`src/rtl/oh_gpio_ctrl_regs.sv`:
```
// oh_gpio_ctrl_regs: register map, pad config layout and shared types for
// the GPIO controller. Imported by oh_gpio_ctrl and its sub-modules.
package oh_gpio_ctrl_regs;

  // Word addresses on the register port
  localparam logic [5:0] GPIO_OUT      = 6'h00;
  localparam logic [5:0] GPIO_OEN      = 6'h01;
  localparam logic [5:0] GPIO_IE       = 6'h02;
  localparam logic [5:0] GPIO_IN       = 6'h03;
  localparam logic [5:0] GPIO_IMASK    = 6'h04;
  localparam logic [5:0] GPIO_IRISE    = 6'h05;
  localparam logic [5:0] GPIO_IFALL    = 6'h06;
  localparam logic [5:0] GPIO_ISTAT    = 6'h07;
  localparam logic [5:0] GPIO_CFG_BASE = 6'h20;

  // Per-pin IOBUF config field layout
  localparam int unsigned CFG_W      = 8;
  localparam int unsigned CFG_PE     = 0;
  localparam int unsigned CFG_PS     = 1;
  localparam int unsigned CFG_SL     = 2;
  localparam int unsigned CFG_ST     = 3;
  localparam int unsigned CFG_DS_LSB = 4;
  localparam int unsigned CFG_DS_MSB = 7;

  // Packed view of one pin's config byte (pe is bit 0)
  typedef struct packed {
    logic [3:0] ds;
    logic       st;
    logic       sl;
    logic       ps;
    logic       pe;
  } pad_cfg_t;

  // Edge-detect warm-up state after reset
  typedef enum logic {
    WARM = 1'b0,
    RUN  = 1'b1
  } warm_state_e;

  // Any address at or above the CFG window base targets a per-pin CFG slot
  function automatic logic is_cfg_addr(input logic [5:0] addr);
    return (addr >= GPIO_CFG_BASE);
  endfunction

endpackage

```
`src/rtl/oh_dsync.sv`:
```
// oh_dsync: vector-wide multi-flop synchronizer, one SYNC-deep chain per bit.
// Ports:
//   clk    - destination clock
//   nreset - synchronous active-low reset, clears every stage to 0
//   din_i  - asynchronous input vector
//   dout_o - synchronized output (last stage of each chain)
module oh_dsync #(
  parameter int unsigned DW   = 1,
  parameter int unsigned SYNC = 2
) (
  input  logic          clk,
  input  logic          nreset,
  input  logic [DW-1:0] din_i,
  output logic [DW-1:0] dout_o
);

  logic [SYNC-1:0][DW-1:0] sync_q;

  // Shift chain: stage 0 samples the pad, stage SYNC-1 is the output
  always_ff @(posedge clk) begin
    if (!nreset) begin
      sync_q <= '0;
    end else begin
      sync_q <= {sync_q[SYNC-2:0], din_i};
    end
  end

  assign dout_o = sync_q[SYNC-1];

endmodule

```
`src/rtl/oh_gpio_ctrl.sv`:
```
// oh_gpio_ctrl: register-mapped GPIO controller feeding oh_pads_gpio.
// Drives dout/oen/ie/cfg straight from registers, resynchronizes din,
// detects rise/fall edges into W1C status bits and raises a level irq.
// Ports:
//   clk, nreset           - core clock, synchronous active-low reset
//   reg_access/reg_write  - single-cycle register request (write when 1)
//   reg_addr/reg_wdata    - word address and write data
//   reg_rdata/reg_rvalid  - read data and one-cycle response strobe
//   dout/oen/ie/cfg       - pad controls (cfg pin i at cfg[8*i+:8])
//   din                   - asynchronous pad input data
//   irq                   - registered level interrupt
module oh_gpio_ctrl
  import oh_gpio_ctrl_regs::*;
#(
  parameter int unsigned NGPIO     = 8,
  parameter int unsigned SYNC      = 2,
  parameter logic [7:0]  CFG_RESET = 8'h00
) (
  input  logic                   clk,
  input  logic                   nreset,
  input  logic                   reg_access,
  input  logic                   reg_write,
  input  logic [5:0]             reg_addr,
  input  logic [31:0]            reg_wdata,
  output logic [31:0]            reg_rdata,
  output logic                   reg_rvalid,
  output logic [NGPIO-1:0]       dout,
  output logic [NGPIO-1:0]       oen,
  output logic [NGPIO-1:0]       ie,
  output logic [NGPIO*CFG_W-1:0] cfg,
  input  logic [NGPIO-1:0]       din,
  output logic                   irq
);

  localparam int unsigned CNT_W = $clog2(SYNC + 1);

  // Architectural registers
  logic [NGPIO-1:0] out_q,   out_d;
  logic [NGPIO-1:0] oen_q,   oen_d;
  logic [NGPIO-1:0] ie_q,    ie_d;
  logic [NGPIO-1:0] imask_q, imask_d;
  logic [NGPIO-1:0] irise_q, irise_d;
  logic [NGPIO-1:0] ifall_q, ifall_d;
  logic [NGPIO-1:0] istat_q, istat_d;
  pad_cfg_t [NGPIO-1:0] cfg_q, cfg_d;

  // Input path and response registers
  logic [NGPIO-1:0] p_q;
  logic [31:0]      rdata_q;
  logic             rvalid_q;
  logic             irq_q,  irq_d;
  warm_state_e      state_q;
  logic [CNT_W-1:0] cnt_q;

  // Combinational helpers
  logic             wr_c;
  logic             rd_c;
  logic [NGPIO-1:0] wdata_c;
  logic [NGPIO-1:0] sync_c;
  logic [NGPIO-1:0] rise_c;
  logic [NGPIO-1:0] fall_c;
  logic [NGPIO-1:0] ev_c;
  logic [NGPIO-1:0] istat_clr_c;
  logic [31:0]      rdata_c;
  logic             unused_wdata;

  assign wr_c         = reg_access & reg_write;
  assign rd_c         = reg_access & ~reg_write;
  assign wdata_c      = reg_wdata[NGPIO-1:0];
  assign unused_wdata = ^reg_wdata;

  // Pad input resynchronizer
  oh_dsync #(
    .DW   (NGPIO),
    .SYNC (SYNC)
  ) u_dsync (
    .clk    (clk),
    .nreset (nreset),
    .din_i  (din),
    .dout_o (sync_c)
  );

  // Edge detection; suppressed while the synchronizer pipeline fills
  assign rise_c = sync_c & ~p_q;
  assign fall_c = ~sync_c & p_q;
  assign ev_c   = (state_q == RUN) ? ((rise_c & irise_q) | (fall_c & ifall_q))
                                   : '0;

  // Register write decode and status/irq next state
  always_comb begin
    out_d       = out_q;
    oen_d       = oen_q;
    ie_d        = ie_q;
    imask_d     = imask_q;
    irise_d     = irise_q;
    ifall_d     = ifall_q;
    cfg_d       = cfg_q;
    istat_clr_c = '0;
    if (wr_c) begin
      case (reg_addr)
        GPIO_OUT:   out_d       = wdata_c;
        GPIO_OEN:   oen_d       = wdata_c;
        GPIO_IE:    ie_d        = wdata_c;
        GPIO_IMASK: imask_d     = wdata_c;
        GPIO_IRISE: irise_d     = wdata_c;
        GPIO_IFALL: ifall_d     = wdata_c;
        GPIO_ISTAT: istat_clr_c = wdata_c;
        default: ;
      endcase
      if (is_cfg_addr(reg_addr)) begin
        for (int unsigned i = 0; i < NGPIO; i++) begin
          if (reg_addr[4:0] == 5'(i)) begin
            cfg_d[i] = pad_cfg_t'(reg_wdata[CFG_W-1:0]);
          end
        end
      end
    end
    // A new event on a bit overrides a same-cycle W1C of that bit
    istat_d = (istat_q & ~istat_clr_c) | ev_c;
    irq_d   = |(istat_q & imask_q);
  end

  // Read data mux; unmapped and out-of-range CFG slots read as 0
  always_comb begin
    rdata_c = '0;
    case (reg_addr)
      GPIO_OUT:   rdata_c = 32'(out_q);
      GPIO_OEN:   rdata_c = 32'(oen_q);
      GPIO_IE:    rdata_c = 32'(ie_q);
      GPIO_IN:    rdata_c = 32'(sync_c);
      GPIO_IMASK: rdata_c = 32'(imask_q);
      GPIO_IRISE: rdata_c = 32'(irise_q);
      GPIO_IFALL: rdata_c = 32'(ifall_q);
      GPIO_ISTAT: rdata_c = 32'(istat_q);
      default: begin
        if (is_cfg_addr(reg_addr)) begin
          for (int unsigned i = 0; i < NGPIO; i++) begin
            if (reg_addr[4:0] == 5'(i)) begin
              rdata_c = 32'(cfg_q[i]);
            end
          end
        end
      end
    endcase
  end

  // State registers, warm-up FSM and read response
  always_ff @(posedge clk) begin
    if (!nreset) begin
      out_q    <= '0;
      oen_q    <= '1;
      ie_q     <= '0;
      imask_q  <= '0;
      irise_q  <= '0;
      ifall_q  <= '0;
      istat_q  <= '0;
      cfg_q    <= {NGPIO{CFG_RESET}};
      p_q      <= '0;
      rdata_q  <= '0;
      rvalid_q <= 1'b0;
      irq_q    <= 1'b0;
      state_q  <= WARM;
      cnt_q    <= '0;
    end else begin
      out_q    <= out_d;
      oen_q    <= oen_d;
      ie_q     <= ie_d;
      imask_q  <= imask_d;
      irise_q  <= irise_d;
      ifall_q  <= ifall_d;
      istat_q  <= istat_d;
      cfg_q    <= cfg_d;
      p_q      <= sync_c;
      irq_q    <= irq_d;
      rvalid_q <= rd_c;
      if (rd_c) begin
        rdata_q <= rdata_c;
      end
      // WARM spans counts 0..SYNC, i.e. SYNC+1 cycles with edges masked
      case (state_q)
        WARM: begin
          if (cnt_q == CNT_W'(SYNC)) begin
            state_q <= RUN;
          end else begin
            cnt_q <= cnt_q + CNT_W'(1);
          end
        end
        RUN:     state_q <= RUN;
        default: state_q <= WARM;
      endcase
    end
  end

  assign dout       = out_q;
  assign oen        = oen_q;
  assign ie         = ie_q;
  assign cfg        = cfg_q;
  assign irq        = irq_q;
  assign reg_rdata  = rdata_q;
  assign reg_rvalid = rvalid_q;

endmodule
```
`config.mk`:
```
export PLATFORM = sky130hd
export DESIGN_NAME = oh_gpio_ctrl
export DESIGN_NICKNAME = d
export VERILOG_FILES = /design/src/rtl/oh_gpio_ctrl_regs.sv /design/src/rtl/oh_dsync.sv /design/src/rtl/oh_gpio_ctrl.sv
export SDC_FILE = /design/constraint.sdc
export NUM_CORES = 1
export LEC_CHECK = 0
export CORE_UTILIZATION = 56
export CTS_BUF_LIST = sky130_fd_sc_hd__clkbuf_4
export CTS_CLUSTER_DIAMETER = 50
export DETAILED_ROUTE_END_ITERATION = 12
export GPL_TIMING_DRIVEN = 0
export PLACE_DENSITY = 0.92
export SLEW_MARGIN = 20
export SYNTH_ARGS = -nofsm -noshare
export SYNTH_HDL_FRONTEND = slang
export SYNTH_HIERARCHICAL = 1
export SYNTH_SLANG_ARGS = --single-unit
```
`constraint.sdc`:
```
create_clock -name clk -period 4.72 [get_ports clk]
set_input_delay 0.944 -clock clk [delete_from_list [all_inputs] [get_ports clk]]
set_output_delay 0.944 -clock clk [all_outputs]
set_load 0.01 [all_outputs]
```
Word level (Yosys, flattened, before mapping). Cells that the tools add are included.

Word-level logic and storage cells: 121. Input bits: 50. Register bits: 181.

$lt $le $gt $ge: 1. Bitwise logic cells: 16. Equality and inequality tests: 15. Reductions and logical operators: 18. Multiplexer cells: 15. Add/subtract/negate cells: 1.

Operators with widths (number): $mux 32 (8); $pmux 32 s8 (1); $and 8x8->8 (6); $mux 8 (4); $eq 6x3->1 const B (4); $not 8->8 (3); $reduce_and 3->1 (8); $eq 5x3->1 const B (4); $or 8x8->8 (2); $reduce_and 2->1 (7); $eq 6x2->1 const B (2); $eq 5x2->1 const B (2); $reduce_or 8->1 (1); $eq 6x1->1 const B (1); $ge 6x6->1 const B (1); $logic_not 6->1 (1); $eq 5x1->1 const B (1); $logic_not 5->1 (1); $not 1->1 (3); $add 2x1->2 const B (1); $and 1x1->1 (2); $eq 2x2->1 const B (1); $pmux 1 s2 (1); $mux 1 (1).

Depth between registers and ports, before layout.
Word-level depth: 11. Mapped depth: 7.

Hierarchy. The synthesis kept the hierarchy.

Modules (own cells, without submodules): oh_gpio_ctrl (seq. area each 2822.7 sq um, area an instance 6725.2 sq um, cells an instance 745, times used 1); oh_dsync (seq. area each 320.3 sq um, area an instance 506.7 sq um, cells an instance 41, times used 1).

Worst setup path after synthesis. No wires, ideal clock.

Path type: input -> register. From: in reg_addr[0]. To: reg rdata_q[6], in the netlist reg_rdata[6]. Arrival time: 2.117 ns. Setup slack: 2.463 ns. Cell stages on the path: 5. Setup time: 0.140 ns. Cell sequence: buf_4 buf_2 mux2_2 a221oi_1 a41oi_2.

Word-level cells in the longest chain between the ends: 11. Elaborated cells on any way between the ends: 27.

Ends and longest elaborated chain: from (decl) (RTL line oh_gpio_ctrl.sv:23) `input logic [5:0] reg_addr,`; $logic_not 5->1 (RTL line oh_gpio_ctrl.sv:138) `if (reg_addr[4:0] == 5'(i)) begin`; $mux 8 (RTL line oh_gpio_ctrl.sv:138); $mux 32 (7 in series) (RTL line oh_gpio_ctrl.sv:138); $mux 32 (RTL line oh_gpio_ctrl.sv:136) `if (is_cfg_addr(reg_addr)) begin`; $pmux 32 s8 * (RTL line oh_gpio_ctrl.sv:126) `case (reg_addr)`; to (signal assigned) (RTL line oh_gpio_ctrl.sv:177) `rdata_q <= rdata_c;`; to (decl) (RTL line oh_gpio_ctrl.sv:49) `logic [31:0] rdata_q;`.

Mark *: on every way between the ends. The rest lies on a longest branch, timed or not. A chain may end at the register's enable or synchronous reset.

Final worst setup path.
From: in reg_addr[1]. To: reg rdata_q[0], in the netlist reg_rdata[0].

Same word-level chain as after synthesis.

==> results summary <==
The DRC violation count after routing is 0. The total length of routed wires came out at 22.7 mm. The maximum count of clock buffers along a single path came out at 2. Per report_power, the sequential group accounts for 54.7% of the total.

Static timing analysis puts the maximum clock frequency at 346 MHz. The share of post-route cells with drive strength above 1 came out at 14.7%. The number of instances in the synthesized netlist is 786. The type of element launching the critical path is a primary input. The post-route minimum period is a little under 3 ns.

The actual slew at the worst max-slew pin came out at between 0.7 and 0.8 ns. The maximum number of pins on one net before global-route repair is 17. Across the run, the number of max-cap violations was 0. The filler cell count in the final layout came out at 980.

The most common cell type on the critical path is sky130_fd_sc_hd__buf_2. In the final routed layout, each cell accounts on average for 20.0 um. The floorplan step defined a core boundary enclosing 12600 sq um. Clock tree synthesis inserted a total of 17 buffers.

For the final routed database, the setup TNS stands at 0 ns. The net switching share of the total power is 26.6%. Among all flip-flop cells after synthesis, the most frequent one is sky130_fd_sc_hd__dfxtp_1. The number of max-slew violations in the final report was 0. Summed over all layers, the global routing overflow is 0. The layer flagged by global routing as most heavily used is met2. The category of the most critical setup path is primary input to flip-flop.

The setup slack on the worst flop-to-flop path is 3.20 ns. The post-synthesis to final-layout area growth came out at 25.1%. The clock network burns between 30 and 40% of the power. The flow ran to the end, and the final reports show no timing, DRC or antenna violations.

The number of hold buffers added after CTS was 0. The net switching component of the power is around 0.00066 W. The number of buffer and inverter stages on the critical path is 4. The first global-routing pass estimated roughly 34 mm of wire. The worst register-to-register path ends at reg_rdata[6]$_SDFFE_PN0P_. The via count normalized by instance count is 5.91. The width of the chip is between 100 and 150 um. Detailed placement ended at an HPWL of about 17 mm. The weighted congestion reported at the end of routability-driven placement came out at 0.967. The number of antenna violations at the first check in global routing came to 0. The worst path uses ~61% of the clock period. Clock-pin slew was measured on the worst setup and hold paths at ~0.12 ns.

The distinct cell type count of the synthesized netlist is 66. The number of gates on the worst path with buffers counted is 8. The number of flip-flops in the largest register is 64. The number of rows created at floorplan is roughly 40. The root buffer cell chosen for the clock tree is sky130_fd_sc_hd__clkbuf_4.

The total iterations of the first detailed-routing run is 7. The clock latency reported for the late side of the worst-skew pair came out at 0.58 ns. The slowest stage of the critical path is the sky130_fd_sc_hd__clkdlybuf4s50_1 cell. The standby leakage power is 3.48 nW. Global routing consumed, on the met1 layer, a little under half of the routing resources.

The synthesis-stage register bit count came out at 157. The internal power component came out at 0.00183 W. The post-CTS setup-driven buffer insertion count came out at 0. The effective utilization at floorplan is a little under three fifths. The worst setup skew after layout is approximately 0.028 ns.

The overall track demand over capacity in global routing came out at 34.9%. The cell area after synthesis is 7230 sq um. The launch point of the worst reg-to-reg path is cfg[30]$_SDFFE_PN0P_.

The total count of hold-check failures in the final report came out at 0. The family with the most delay on the worst path is buffers and inverters. The first routing iteration left 771 violations.

The number of top-level pins came out at 172. Counting tap cells, the placed design contains a total of 1103 instances. Data on the critical path arrives at its endpoint at between 3 and 4 ns. The share of flip-flops with an asynchronous set or reset after synthesis is 0%. The Yosys step of the flow raised 6 warnings. The net count reported at finish came out at 1001. The level count of the clock H-tree came out at 4. The average instance area after synthesis is between 9 and 10 sq um. Setup repair after global routing left no endpoint under its margin. Counting flops with a built-in enable in the synthesized netlist gives 0. The signal on the critical path passes through clkdlybuf4s50_1, buf_2, buf_2, buf_4, mux2i_1, o22ai_1, a211oi_1, o221ai_1. Tracing the worst setup path back leads to its startpoint at reg_addr[1].

The highest net fanout along the worst path is 10. Global routing consumed, on the met2 layer, 51.6% of the routing resources. Across the VDD grid, the largest voltage drop is 0.201 mV.

The floorplan die area is 13400 sq um. TritonCTS built the clock tree. The class of the worst hold path is flip-flop to flip-flop. The TritonCTS sink count came out at 157. The power density over the cells is between 200 and 300 nW/um^2. The worst hold path begins at u_dsync/sync_q[7]$_SDFF_PN0_.

The number of endpoints failing setup at the final stage is 0. The critical path ends at reg_rdata[0]$_SDFFE_PN0P_. The worst reg2reg path depth is 4. The count of buffers added on input and output ports is 122. The worst setup path is captured at a flip-flop. The total of cells resized after clock tree synthesis came out at 0. The normalized max-slew margin is 48.6%.

The via count of the first global-routing pass came to 6359. The share of the yosys chip area belonging to registers came out at 43.5%. Across all layers, the routed design uses 6710 vias. The met3 track demand over resource came out at 8.05%. The number of cells in the finished layout apart from fillers is 1136. The die is 116 um tall.

The post-route antenna net violation count is 0. The data required time at the worst endpoint came out at 5.17 ns. The largest stage delay on the critical path came out at about 0.55 ns. Combinational logic burns 11.1% of the power.
## worst min path at each step
stage                                              end  depth (start not counted)  slack (ns)
after floorplan           u_dsync/dout_o[0]$_SDFF_PN0_                          1        0.43
after global placement    u_dsync/dout_o[1]$_SDFF_PN0_                          1        0.43
after detailed placement  u_dsync/dout_o[5]$_SDFF_PN0_                          1        0.43
after CTS                 u_dsync/dout_o[7]$_SDFF_PN0_                          1        0.46
after global routing      u_dsync/dout_o[1]$_SDFF_PN0_                          1        0.48
final                     u_dsync/dout_o[7]$_SDFF_PN0_                          1        0.46
## area by class of cell
class / instances / area (sq um) / area share (%)
diodes: 1 / 2.50 / 0.0277
plain buffers: 88 / 557 / 6.15
clock buffers: 19 / 143 / 1.58
clock inverters: 13 / 149 / 1.65
inverters: 4 / 15.0 / 0.166
multi-input cells: 560 / 3600 / 39.8
flip-flops and latches: 157 / 3140 / 34.7
well taps: 172 / 215 / 2.38
repair buffers: 122 / 1220 / 13.5
## cells in the final DEF (no fill, tap or decap), drive strengths merged, types with 2 or more instances in the layout
cell type / netlist / routed
a21oi: 46 / 46
buf: 55 / 55
nor3: 7 / 7
or3: 2 / 2
nand2b: 5 / 5
a22oi: 18 / 18
nand3b: 10 / 10
a221oi: 4 / 4
a32oi: 2 / 2
conb: 1 / 24
mux2i: 95 / 95
o22ai: 3 / 3
a41oi: 5 / 5
inv: 4 / 4
o221ai: 2 / 2
nor3b: 3 / 3
nand3: 45 / 45
o211ai: 3 / 3
mux4: 6 / 6
bufinv: 0 / 3
mux2: 10 / 10
and3: 3 / 3
clkdlybuf4s50: 0 / 122
and2: 28 / 28
nand2: 80 / 80
a31oi: 4 / 4
a211oi: 4 / 4
clkinvlp: 0 / 3
nor2: 103 / 103
clkinv: 0 / 7
nor2b: 5 / 5
dfxtp: 157 / 157
clkbuf: 33 / 52
o21ai: 24 / 24
## power by group through the flow
stage / combinational (W) / clock, W / sequential (W)
final: 0.000277 / 0.000851 / 0.00136
after global routing: 0.000292 / 0.000913 / 0.00136
after CTS: 0.000269 / 0.000850 / 0.00136
after detailed placement: 0.000266 / 0 / 0.00139
after global placement: 0.000261 / 0 / 0.00139
after floorplan: 0.000163 / 0 / 0.00139
## cell families (layout without fill, tap and decap cells)
| logic type | after synthesis | count (layout) | share of synthesized area [%] |
|---|---|---|---|
| AND/OR/NAND/NOR | 298 | 298 | 20.7 |
| adder cells (fa/ha/maj) | 1 | 1 | 0.173 |
| flip-flops | 157 | 157 | 43.5 |
| XOR/XNOR | 1 | 1 | 0.121 |
| AO/OA/AOI/OAI | 125 | 125 | 11.0 |
| multiplexers | 111 | 111 | 16.6 |
| other | 1 | 25 | 0.0519 |
| buffers and inverters | 92 | 246 | 7.91 |
## stage by stage
stage | total power, W | utilization (%) | setup slack [ns] | cell area [sq um] | hold WS (ns)
after floorplan | 0.00155 | - | 2.46 | 7320 | 0.426
after global routing | 0.00257 | 71.7 | 1.85 | 9050 | 0.476
after CTS | 0.00248 | 71.7 | 1.96 | 9050 | 0.460
after detailed placement | 0.00166 | 69.4 | 1.36 | 8750 | 0.433
final | 0.00249 | 71.7 | 1.83 | 9050 | 0.456
after global placement | 0.00165 | 69.4 | 1.34 | 8750 | 0.430
## routing by layer
layer / share of wire, % / wire length (um)
met3: 12 / 2700
met1: 39 / 8930
met4: 5.1 / 1150
met2: 44 / 9940
met5: 0 / 0
## Yosys cell counts, types with 3 or more instances
cell type                  number  area [sq um]
sky130_fd_sc_hd__o22ai_1        3          18.8
sky130_fd_sc_hd__nor2b_1        5          31.3
sky130_fd_sc_hd__dfxtp_1      157          3140
sky130_fd_sc_hd__a211oi_1       4          30.0
sky130_fd_sc_hd__mux2_2        10           113
sky130_fd_sc_hd__nor2_1       101           379
sky130_fd_sc_hd__buf_4         37           278
sky130_fd_sc_hd__nand2b_1       5          31.3
sky130_fd_sc_hd__mux4_2         6           135
sky130_fd_sc_hd__buf_6          3          33.8
sky130_fd_sc_hd__o211ai_1       3          22.5
sky130_fd_sc_hd__clkbuf_4       8          60.1
sky130_fd_sc_hd__a31oi_1        4          25.0
sky130_fd_sc_hd__buf_2         14          70.1
sky130_fd_sc_hd__a21oi_1       46           230
sky130_fd_sc_hd__nor3_4         3          48.8
sky130_fd_sc_hd__mux2i_1       95           951
sky130_fd_sc_hd__a22oi_1       18           135
sky130_fd_sc_hd__a221oi_1       4          35.0
sky130_fd_sc_hd__o21ai_0       24           120
sky130_fd_sc_hd__nand3_1       43           215
sky130_fd_sc_hd__clkbuf_1      24          90.1
sky130_fd_sc_hd__and2_2        12          90.1
sky130_fd_sc_hd__inv_1          3          11.3
sky130_fd_sc_hd__nand2_1       80           300
sky130_fd_sc_hd__and2_1        14          87.6
sky130_fd_sc_hd__and3_1         3          18.8
sky130_fd_sc_hd__a41oi_1        3          26.3
sky130_fd_sc_hd__nand3b_1       9          67.6
## worst register-to-register path: stages (launching register included)
cell and delay, ns:
sky130_fd_sc_hd__dfxtp_1 0.35, sky130_fd_sc_hd__mux4_2 0.50, sky130_fd_sc_hd__mux2_2 0.29, sky130_fd_sc_hd__nand2_1 0.14
sky130_fd_sc_hd__a41oi_2 0.13
(Power assumes the default switching activity.)
